**src/rtl/wb_if.sv**
```systemverilog
// rtl/wb_if.sv - Wishbone classic bus bundle with master and slave views
interface wb_if #(
  parameter int ADDR_WIDTH = 32,
  parameter int DATA_WIDTH = 32
);
  logic [ADDR_WIDTH-1:0]   adr;
  logic [DATA_WIDTH-1:0]   dat_w;
  logic [DATA_WIDTH/8-1:0] sel;
  logic                    cyc;
  logic                    stb;
  logic                    we;
  logic [2:0]              cti;
  logic [1:0]              bte;
  logic [DATA_WIDTH-1:0]   dat_r;
  logic                    ack;
  logic                    err;

  modport master (
    output adr, dat_w, sel, cyc, stb, we, cti, bte,
    input  dat_r, ack, err
  );

  modport slave (
    input  adr, dat_w, sel, cyc, stb, we, cti, bte,
    output dat_r, ack, err
  );
endinterface

```
**src/rtl/wb_timer.sv**
```systemverilog
// rtl/wb_timer.sv - Wishbone-mapped down-counting timer with prescaler and interrupt
module wb_timer #(
  parameter int WB_ADDR_WIDTH = 32,
  parameter int WB_DATA_WIDTH = 32
) (
  input  logic clk,
  input  logic rstn,
  wb_if.slave  s,
  output logic irq
);

  if (WB_DATA_WIDTH != 32) begin : g_bad_data_width
    $error("wb_timer: WB_DATA_WIDTH must be 32");
  end

  if (WB_ADDR_WIDTH < 5) begin : g_bad_addr_width
    $error("wb_timer: WB_ADDR_WIDTH must cover ADR[4:2]");
  end

  typedef enum logic {IDLE, RESP} state_t;

  localparam logic [2:0] A_CTRL     = 3'd0;
  localparam logic [2:0] A_STATUS   = 3'd1;
  localparam logic [2:0] A_LOAD     = 3'd2;
  localparam logic [2:0] A_COUNT    = 3'd3;
  localparam logic [2:0] A_PRESCALE = 3'd4;

  state_t      state;
  logic        ack_q, err_q;
  logic [31:0] dat_r_q;
  logic        irq_q;

  logic        ctrl_en, ctrl_auto_reload, ctrl_irq_en;
  logic        status_expired;
  logic [31:0] load_q, count_q;
  logic [15:0] prescale_q, pc_q;

  // Burst signalling and undecoded address bits have no effect on this slave.
  logic unused_bits;
  assign unused_bits = ^{s.cti, s.bte, s.adr};

  logic [2:0] reg_idx;
  logic       addr_bad, accept, wr;
  logic       wr_ctrl, wr_status, wr_load, wr_count, wr_prescale;

  assign reg_idx     = s.adr[4:2];
  assign addr_bad    = (reg_idx > A_PRESCALE);
  assign accept      = (state == IDLE) && s.cyc && s.stb;
  assign wr          = accept && s.we && !addr_bad;
  assign wr_ctrl     = wr && (reg_idx == A_CTRL) && s.sel[0];
  assign wr_status   = wr && (reg_idx == A_STATUS) && s.sel[0];
  assign wr_load     = wr && (reg_idx == A_LOAD);
  assign wr_count    = wr && (reg_idx == A_COUNT);
  assign wr_prescale = wr && (reg_idx == A_PRESCALE);

  function automatic logic [31:0] byte_merge(input logic [31:0] old_v,
                                             input logic [31:0] new_v,
                                             input logic [3:0]  be);
    logic [31:0] r;
    r = old_v;
    for (int b = 0; b < 4; b++) begin
      if (be[b]) r[8*b +: 8] = new_v[8*b +: 8];
    end
    return r;
  endfunction

  logic [31:0] rd_data;

  // Register read mux, sampled into dat_r when a beat is accepted.
  always_comb begin
    rd_data = '0;
    case (reg_idx)
      A_CTRL:     rd_data = {29'd0, ctrl_irq_en, ctrl_auto_reload, ctrl_en};
      A_STATUS:   rd_data = {31'd0, status_expired};
      A_LOAD:     rd_data = load_q;
      A_COUNT:    rd_data = count_q;
      A_PRESCALE: rd_data = {16'd0, prescale_q};
      default:    rd_data = '0;
    endcase
  end

  logic        tick, fire;
  logic        nxt_en, nxt_auto, nxt_ie, nxt_exp;
  logic [31:0] nxt_load, nxt_count;
  logic [15:0] nxt_pre, nxt_pc;

  // Timer progression first, then bus writes layered on top with their priorities.
  always_comb begin
    tick      = ctrl_en && (pc_q >= prescale_q);
    fire      = tick && (count_q == 32'd0);
    nxt_en    = ctrl_en;
    nxt_auto  = ctrl_auto_reload;
    nxt_ie    = ctrl_irq_en;
    nxt_exp   = status_expired;
    nxt_load  = load_q;
    nxt_count = count_q;
    nxt_pre   = prescale_q;
    nxt_pc    = pc_q;

    if (ctrl_en) nxt_pc = tick ? 16'd0 : pc_q + 16'd1;

    if (tick) begin
      if (count_q != 32'd0) begin
        nxt_count = count_q - 32'd1;
      end else begin
        nxt_exp = 1'b1;
        if (ctrl_auto_reload) nxt_count = load_q;
        else                  nxt_en    = 1'b0;
      end
    end

    if (wr_ctrl) begin
      nxt_en   = s.dat_w[0];
      nxt_auto = s.dat_w[1];
      nxt_ie   = s.dat_w[2];
      if (s.dat_w[0] && !ctrl_en) nxt_pc = 16'd0;
    end
    // A same-cycle expiry wins over the W1C clear so no expiry is ever lost.
    if (wr_status && s.dat_w[0] && !fire) nxt_exp = 1'b0;
    if (wr_load)  nxt_load  = byte_merge(load_q, s.dat_w, s.sel);
    if (wr_count) nxt_count = byte_merge(count_q, s.dat_w, s.sel);
    if (wr_prescale) begin
      nxt_pre = {s.sel[1] ? s.dat_w[15:8] : prescale_q[15:8],
                 s.sel[0] ? s.dat_w[7:0]  : prescale_q[7:0]};
    end
  end

  // Timer and register state; irq is re-registered from the next-state values.
  always_ff @(posedge clk or negedge rstn) begin
    if (!rstn) begin
      ctrl_en          <= 1'b0;
      ctrl_auto_reload <= 1'b0;
      ctrl_irq_en      <= 1'b0;
      status_expired   <= 1'b0;
      load_q           <= '0;
      count_q          <= '0;
      prescale_q       <= '0;
      pc_q             <= '0;
      irq_q            <= 1'b0;
    end else begin
      ctrl_en          <= nxt_en;
      ctrl_auto_reload <= nxt_auto;
      ctrl_irq_en      <= nxt_ie;
      status_expired   <= nxt_exp;
      load_q           <= nxt_load;
      count_q          <= nxt_count;
      prescale_q       <= nxt_pre;
      pc_q             <= nxt_pc;
      irq_q            <= nxt_exp & nxt_ie;
    end
  end

  // Two-state bus FSM: accept in IDLE, respond for exactly one cycle in RESP.
  always_ff @(posedge clk or negedge rstn) begin
    if (!rstn) begin
      state   <= IDLE;
      ack_q   <= 1'b0;
      err_q   <= 1'b0;
      dat_r_q <= '0;
    end else begin
      case (state)
        IDLE: begin
          if (s.cyc && s.stb) begin
            state   <= RESP;
            ack_q   <= !addr_bad;
            err_q   <= addr_bad;
            dat_r_q <= addr_bad ? 32'd0 : rd_data;
          end
        end
        RESP: begin
          state   <= IDLE;
          ack_q   <= 1'b0;
          err_q   <= 1'b0;
          dat_r_q <= '0;
        end
        default: state <= IDLE;
      endcase
    end
  end

  assign s.ack   = ack_q;
  assign s.err   = err_q;
  assign s.dat_r = dat_r_q;
  assign irq     = irq_q;

endmodule

```
**src/flat_wrapper.sv**
```systemverilog
// flat-port wrapper written by rule: the top's interface ports become plain ports
module wb_timer_flat 
#(
  parameter int WB_ADDR_WIDTH = 32,
  parameter int WB_DATA_WIDTH = 32
)
  (clk, rstn, irq, s_adr, s_dat_w, s_sel, s_cyc, s_stb, s_we, s_cti, s_bte, s_dat_r, s_ack, s_err);
  wb_if #(.ADDR_WIDTH(32), .DATA_WIDTH(32)) s_i ();
  input  logic clk;
  input  logic rstn;
  output logic irq;
  input wire logic [$bits(s_i.adr)-1:0] s_adr;
  input wire logic [$bits(s_i.dat_w)-1:0] s_dat_w;
  input wire logic [$bits(s_i.sel)-1:0] s_sel;
  input wire logic [$bits(s_i.cyc)-1:0] s_cyc;
  input wire logic [$bits(s_i.stb)-1:0] s_stb;
  input wire logic [$bits(s_i.we)-1:0] s_we;
  input wire logic [$bits(s_i.cti)-1:0] s_cti;
  input wire logic [$bits(s_i.bte)-1:0] s_bte;
  output wire logic [$bits(s_i.dat_r)-1:0] s_dat_r;
  output wire logic [$bits(s_i.ack)-1:0] s_ack;
  output wire logic [$bits(s_i.err)-1:0] s_err;
  assign s_i.adr = s_adr;
  assign s_i.dat_w = s_dat_w;
  assign s_i.sel = s_sel;
  assign s_i.cyc = s_cyc;
  assign s_i.stb = s_stb;
  assign s_i.we = s_we;
  assign s_i.cti = s_cti;
  assign s_i.bte = s_bte;
  assign s_dat_r = s_i.dat_r;
  assign s_ack = s_i.ack;
  assign s_err = s_i.err;
  wb_timer #(.WB_ADDR_WIDTH(WB_ADDR_WIDTH), .WB_DATA_WIDTH(WB_DATA_WIDTH)) u_core (.clk(clk), .rstn(rstn), .s(s_i), .irq(irq));
endmodule
```
**config.mk**
```make
export PLATFORM = sky130hd
export DESIGN_NAME = wb_timer_flat
export DESIGN_NICKNAME = d
export VERILOG_FILES = /design/src/rtl/wb_if.sv /design/src/rtl/wb_timer.sv /design/src/flat_wrapper.sv
export SDC_FILE = /design/constraint.sdc
export NUM_CORES = 1
export LEC_CHECK = 0
export BUFFER_PORTS_ARGS = -buffer_cell sky130_fd_sc_hd__buf_4
export CAP_MARGIN = 5
export CELL_PAD_IN_SITES_DETAIL_PLACEMENT = 0
export CELL_PAD_IN_SITES_GLOBAL_PLACEMENT = 1
export CORE_MARGIN = 2
export CORE_UTILIZATION = 44
export CTS_CLUSTER_SIZE = 14
export DETAILED_ROUTE_END_ITERATION = 6
export GPL_TIMING_DRIVEN = 0
export PLACE_DENSITY = 0.86
export SLEW_MARGIN = 5
export SYNTH_ARGS = -nofsm -noshare
export SYNTH_HDL_FRONTEND = slang
export SYNTH_SLANG_ARGS = --single-unit
export TNS_END_PERCENT = 10
```
**constraint.sdc**
```tcl
create_clock -name clk -period 4 [get_ports clk]
set_clock_uncertainty 0.15 [all_clocks]
set_input_delay 0.2 -clock clk [delete_from_list [all_inputs] [get_ports clk]]
set_output_delay 0.2 -clock clk [all_outputs]
set_load 0.01 [all_outputs]
```
==> results.rst <==
.. list-table::
   :header-rows: 1

   * - Metric
     - Value
   * - Cell breakdown of the critical path
     - nor4_1 -> nand3_1 -> or3_1 -> o311ai_1 -> nor2_1 -> a21oi_2 -> mux2_2
   * - Maximum VDD drop
     - 0.000341 V
   * - Number of gates given a new drive strength after cts
     - 0
   * - Share of post-route cells with drive strength above 1
     - 19.5%
   * - Final Net Count
     - 1007
   * - Post-detailed-route count of antenna-violating nets
     - 0
   * - H-tree depth reported by CTS
     - 4
   * - Die area
     - 17800 sq um
   * - Power density over the cells
     - 503 nW/um^2
   * - Number of placement rows
     - 47
   * - Sequential cell area fraction in the yosys report
     - 46.1%
   * - Fmax
     - 279 MHz
   * - Overflow left after global routing
     - 0
   * - Post-detailed-route via-to-cell ratio
     - roughly 5.7
   * - Most common flop cell mapped by yosys
     - sky130_fd_sc_hd__dfrtp_1
   * - Pin count of the biggest net entering global routing
     - 81
   * - Proportion of synthesized flip-flops having asynchronous set or reset
     - 100%
   * - Endpoint of the worst-slack reg-to-reg timing path
     - u_core.count_q[5]
   * - Number of sinks driven by the clock tree
     - between 100 and 150
   * - Number of global-route vias before repair
     - between 6000 and 7000
   * - Area post-placement
     - a little over 8000 sq um
   * - Part of the power in combinational logic
     - 24.2%
   * - Max-slew headroom at the worst pin
     - 42.0%
   * - Type of origin of the critical path
     - flip-flop
   * - Avg Inst Size Synth
     - 9.48 sq um
   * - Count of final max-slew check failures
     - 0
   * - GRT Resource Usage Total
     - 24.5%
   * - WP data arrival
     - 3.75 ns
   * - Net count after synthesis
     - 875
   * - Min Clock Period, post-route
     - 3.59 ns
   * - Reg-to-reg critical path startpoint
     - u_core.count_q[14]
   * - Signed area change from the synthesized netlist to the final layout
     - 25.3%
   * - Routed length per placed instance
     - 18.5 um
   * - Class of the most critical hold timing path
     - in2reg
   * - Yosys warning total
     - 0
   * - Starting density of the core
     - 44.8%
   * - Number of buffers created by CTS
     - 17
   * - Transition time of the tightest slew-check pin
     - 0.871 ns
   * - Pre-antenna DRT Iters
     - 5
   * - Detailed-route wire length
     - 21200 um
   * - Launch point of the critical path
     - u_core.count_q[14]
   * - Switching Share
     - 31.6%
   * - DRC violation total after the first TritonRoute iteration
     - approximately 700
   * - Number of failing hold endpoints at the final stage
     - 0
   * - Status
     - completed
   * - Number of setup violations in the final report
     - 0
   * - Number of gates on the worst path with buffers counted
     - 7
   * - Vias
     - 6556
   * - R2R setup slack
     - 0.41 ns
   * - Type of element capturing the critical path
     - flip-flop
   * - Global-route wire length before repair
     - between 30000 and 40000 um
   * - Cell with the largest stage delay on the worst path
     - sky130_fd_sc_hd__o311ai_1
   * - Top Family by Delay on Critical Path
     - simple AND/OR/NAND/NOR gates
   * - Final period util
     - between 80% and 90%
   * - Clock share of power
     - 35.8%
   * - CTS Buffer Depth
     - 2
   * - Unrepaired setup endpoints after global routing
     - no
   * - Placer congestion estimate
     - 0.867
   * - Clock latency of the later-clocked register in the worst-skew pair
     - ~0.43 ns
   * - # IOs
     - 113
   * - Worst r2r path cells
     - 7
   * - Post-synthesis sequential element count
     - 136
   * - Clock tree from TritonCTS
     - done
   * - Max Cap Violations
     - 0
   * - Detailed placer's ending HPWL
     - around 15000 um
   * - Buffers added on ports
     - 76
   * - Chip Width
     - 133 um
   * - Residual DRC
     - 0
   * - Area of the core
     - 16500 sq um
   * - Total inserted antenna cells
     - 0
   * - Biggest cell delay along the critical path
     - 0.57 ns
   * - CTS root buffer
     - sky130_fd_sc_hd__clkbuf_16
   * - Pleak
     - 0.00423 uW
   * - Internal Power
     - 3180 uW
   * - Worst hold slack across all endpoints
     - 0.0587 ns
   * - Gate count of the mapped netlist
     - 778
   * - Worst-path fanout max
     - 9
   * - Sw Pwr
     - 1470 uW
   * - Sum Neg Setup Slack
     - 0 ns
   * - Clk slew on worst S/H paths
     - 0.06 ns
   * - Sequential share of power
     - about 40%
   * - # fillers
     - 1541
   * - Critical path buffer and inverter count
     - 0
   * - Worst Path Class, Setup
     - reg2reg
   * - EDFF count, synth
     - 0
   * - Cell variety after synth
     - 58
   * - Endpoint of the most critical setup path
     - u_core.count_q[5]
   * - Height of the chip
     - 133 um
   * - Critical path data required time
     - about 4.2 ns
   * - Initial antenna violation count
     - 0
   * - Final instance area
     - roughly 9200 sq um
   * - Post-synth design cell area
     - roughly 7400 sq um
## cells by family after synthesis
| family | after synthesis | synth area share [%] |
|---|---|---|
| AOI/OAI and AO/OA | 193 | 16.3 |
| xor gates and xnor gates | 21 | 2.49 |
| adders and majority gates | 19 | 3.22 |
| buffers and inverters | 65 | 3.68 |
| DFF | 136 | 46.1 |
| muxes | 81 | 12.0 |
| and+or+nand+nor | 263 | 16.2 |
## repair_timing
item,in CTS,in global routing
setup endpoints to repair,0,0
hold buffers,36,0
hold endpoints to repair,152,0
buffers inserted,0,0
## cell type report
type	instances	area (sq um)	share of cell area (%)
Clock inverter	7	113	1.22
Multi-Input combinational cell	577	3700	40.0
Sequential cell	136	3400	36.8
Timing Repair Buffer	113	962	10.4
Inverter	25	93.8	1.02
Buffer	40	178	1.92
Clock buffer	25	515	5.58
Tap cell	220	275	2.98
## layout by cell type, fill, tap and decap left out, drive strengths merged, types with 18 or more instances in the layout
cell type,Yosys,layout
nand2,116,116
a21oi,53,53
clkbuf,33,58
o211ai,18,18
dfrtp,136,136
o21ai,55,55
ha,19,19
nor2,68,68
mux2i,23,23
buf,7,84
mux2,58,58
dlygate4sd3,0,36
inv,25,25
## sequential cells by signal (all words and copies together) (netlist names)
| signal | count |
|---|---|
| u_core.count_q | 32 |
| u_core.ctrl_auto_reload | 1 |
| u_core.ctrl_en | 1 |
| u_core.ctrl_irq_en | 1 |
| u_core.irq | 1 |
| u_core.load_q | 32 |
| u_core.pc_q | 16 |
| u_core.prescale_q | 16 |
| u_core.s.ack | 1 |
| u_core.s.dat_r | 32 |
| u_core.s.err | 1 |
| u_core.state | 1 |
| u_core.status_expired | 1 |
## worst reg2reg max path, cell delays in order (launching register included)
cell                       delay [ns]
sky130_fd_sc_hd__dfrtp_1         0.45
sky130_fd_sc_hd__nor4_1          0.41
sky130_fd_sc_hd__nand3_1         0.36
sky130_fd_sc_hd__or3_1           0.49
sky130_fd_sc_hd__o311ai_1        0.58
sky130_fd_sc_hd__nor2_1          0.22
sky130_fd_sc_hd__a21oi_2         0.41
sky130_fd_sc_hd__mux2_2          0.40
## synth_stat cells (all sizes together) (3+ instances only)
cell type	count	area share, %
dfrtp	136	46
nand2	116	5.9
nor2	68	3.5
mux2	58	8.9
o21ai	55	3.7
a21oi	53	3.7
clkbuf	33	1.8
inv	25	1.3
mux2i	23	3.1
ha	19	3.2
o211ai	18	1.8
nand3	17	1.2
a22oi	16	1.6
a31oi	15	1.3
xor2	12	1.4
nor3	10	0.68
or4	10	1.2
xnor2	9	1.1
buf	7	0.59
nand4	7	0.59
nor4	7	0.59
and3	6	0.51
o22ai	6	0.51
and2	5	0.42
nor2b	3	0.25
o21a	3	0.31
o21bai	3	0.31
o311a	3	0.41
o31ai	3	0.37
or3	3	0.25
## worst min-delay path by stage
stage / from / to / slack, ns / cells past startpoint
finish: s_sel[2] / u_core.count_q[22] / 0.06 / 3
global route: s_sel[2] / u_core.count_q[22] / 0.07 / 3
CTS: s_sel[2] / u_core.count_q[22] / 0.04 / 3
detailed placement: rstn / u_core.pc_q[12] / 0.16 / 1
global placement: s_dat_w[27] / u_core.load_q[27] / 0.30 / 2
floorplan: rstn / u_core.count_q[0] / -0.25 / 0
## routing by layer
| layer | routed length (um) | GRT usage [%] | part of all wire, % |
|---|---|---|---|
| met5 | 0 | 0 | 0 |
| met4 | 360 | 7.62 | 1.7 |
| met3 | 1250 | 4.19 | 5.9 |
| met2 | 9920 | 39.0 | 47 |
| met1 | 9640 | 34.4 | 46 |
## power groups by stage
stage	logic, uW	registers [uW]	clock network [uW]
after CTS	1120	1850	1680
after detailed placement	1080	1870	0
after global routing	1260	1890	1740
after floorplan	777	1800	0
final	1120	1860	1660
after global placement	1050	1870	0
## stage by stage
stage               power [uW]  std cells  setup WS, ns  util (%)
finish                    4650       1143         0.412      56.1
CTS                       4660       1143         0.475      56.1
floorplan                 2580        778         0.936         -
detailed placement        2950       1075         0.349      50.1
global placement          2910       1074         0.348      49.9
global route              4900       1143         0.249      56.1
(Power assumes the default switching activity.)
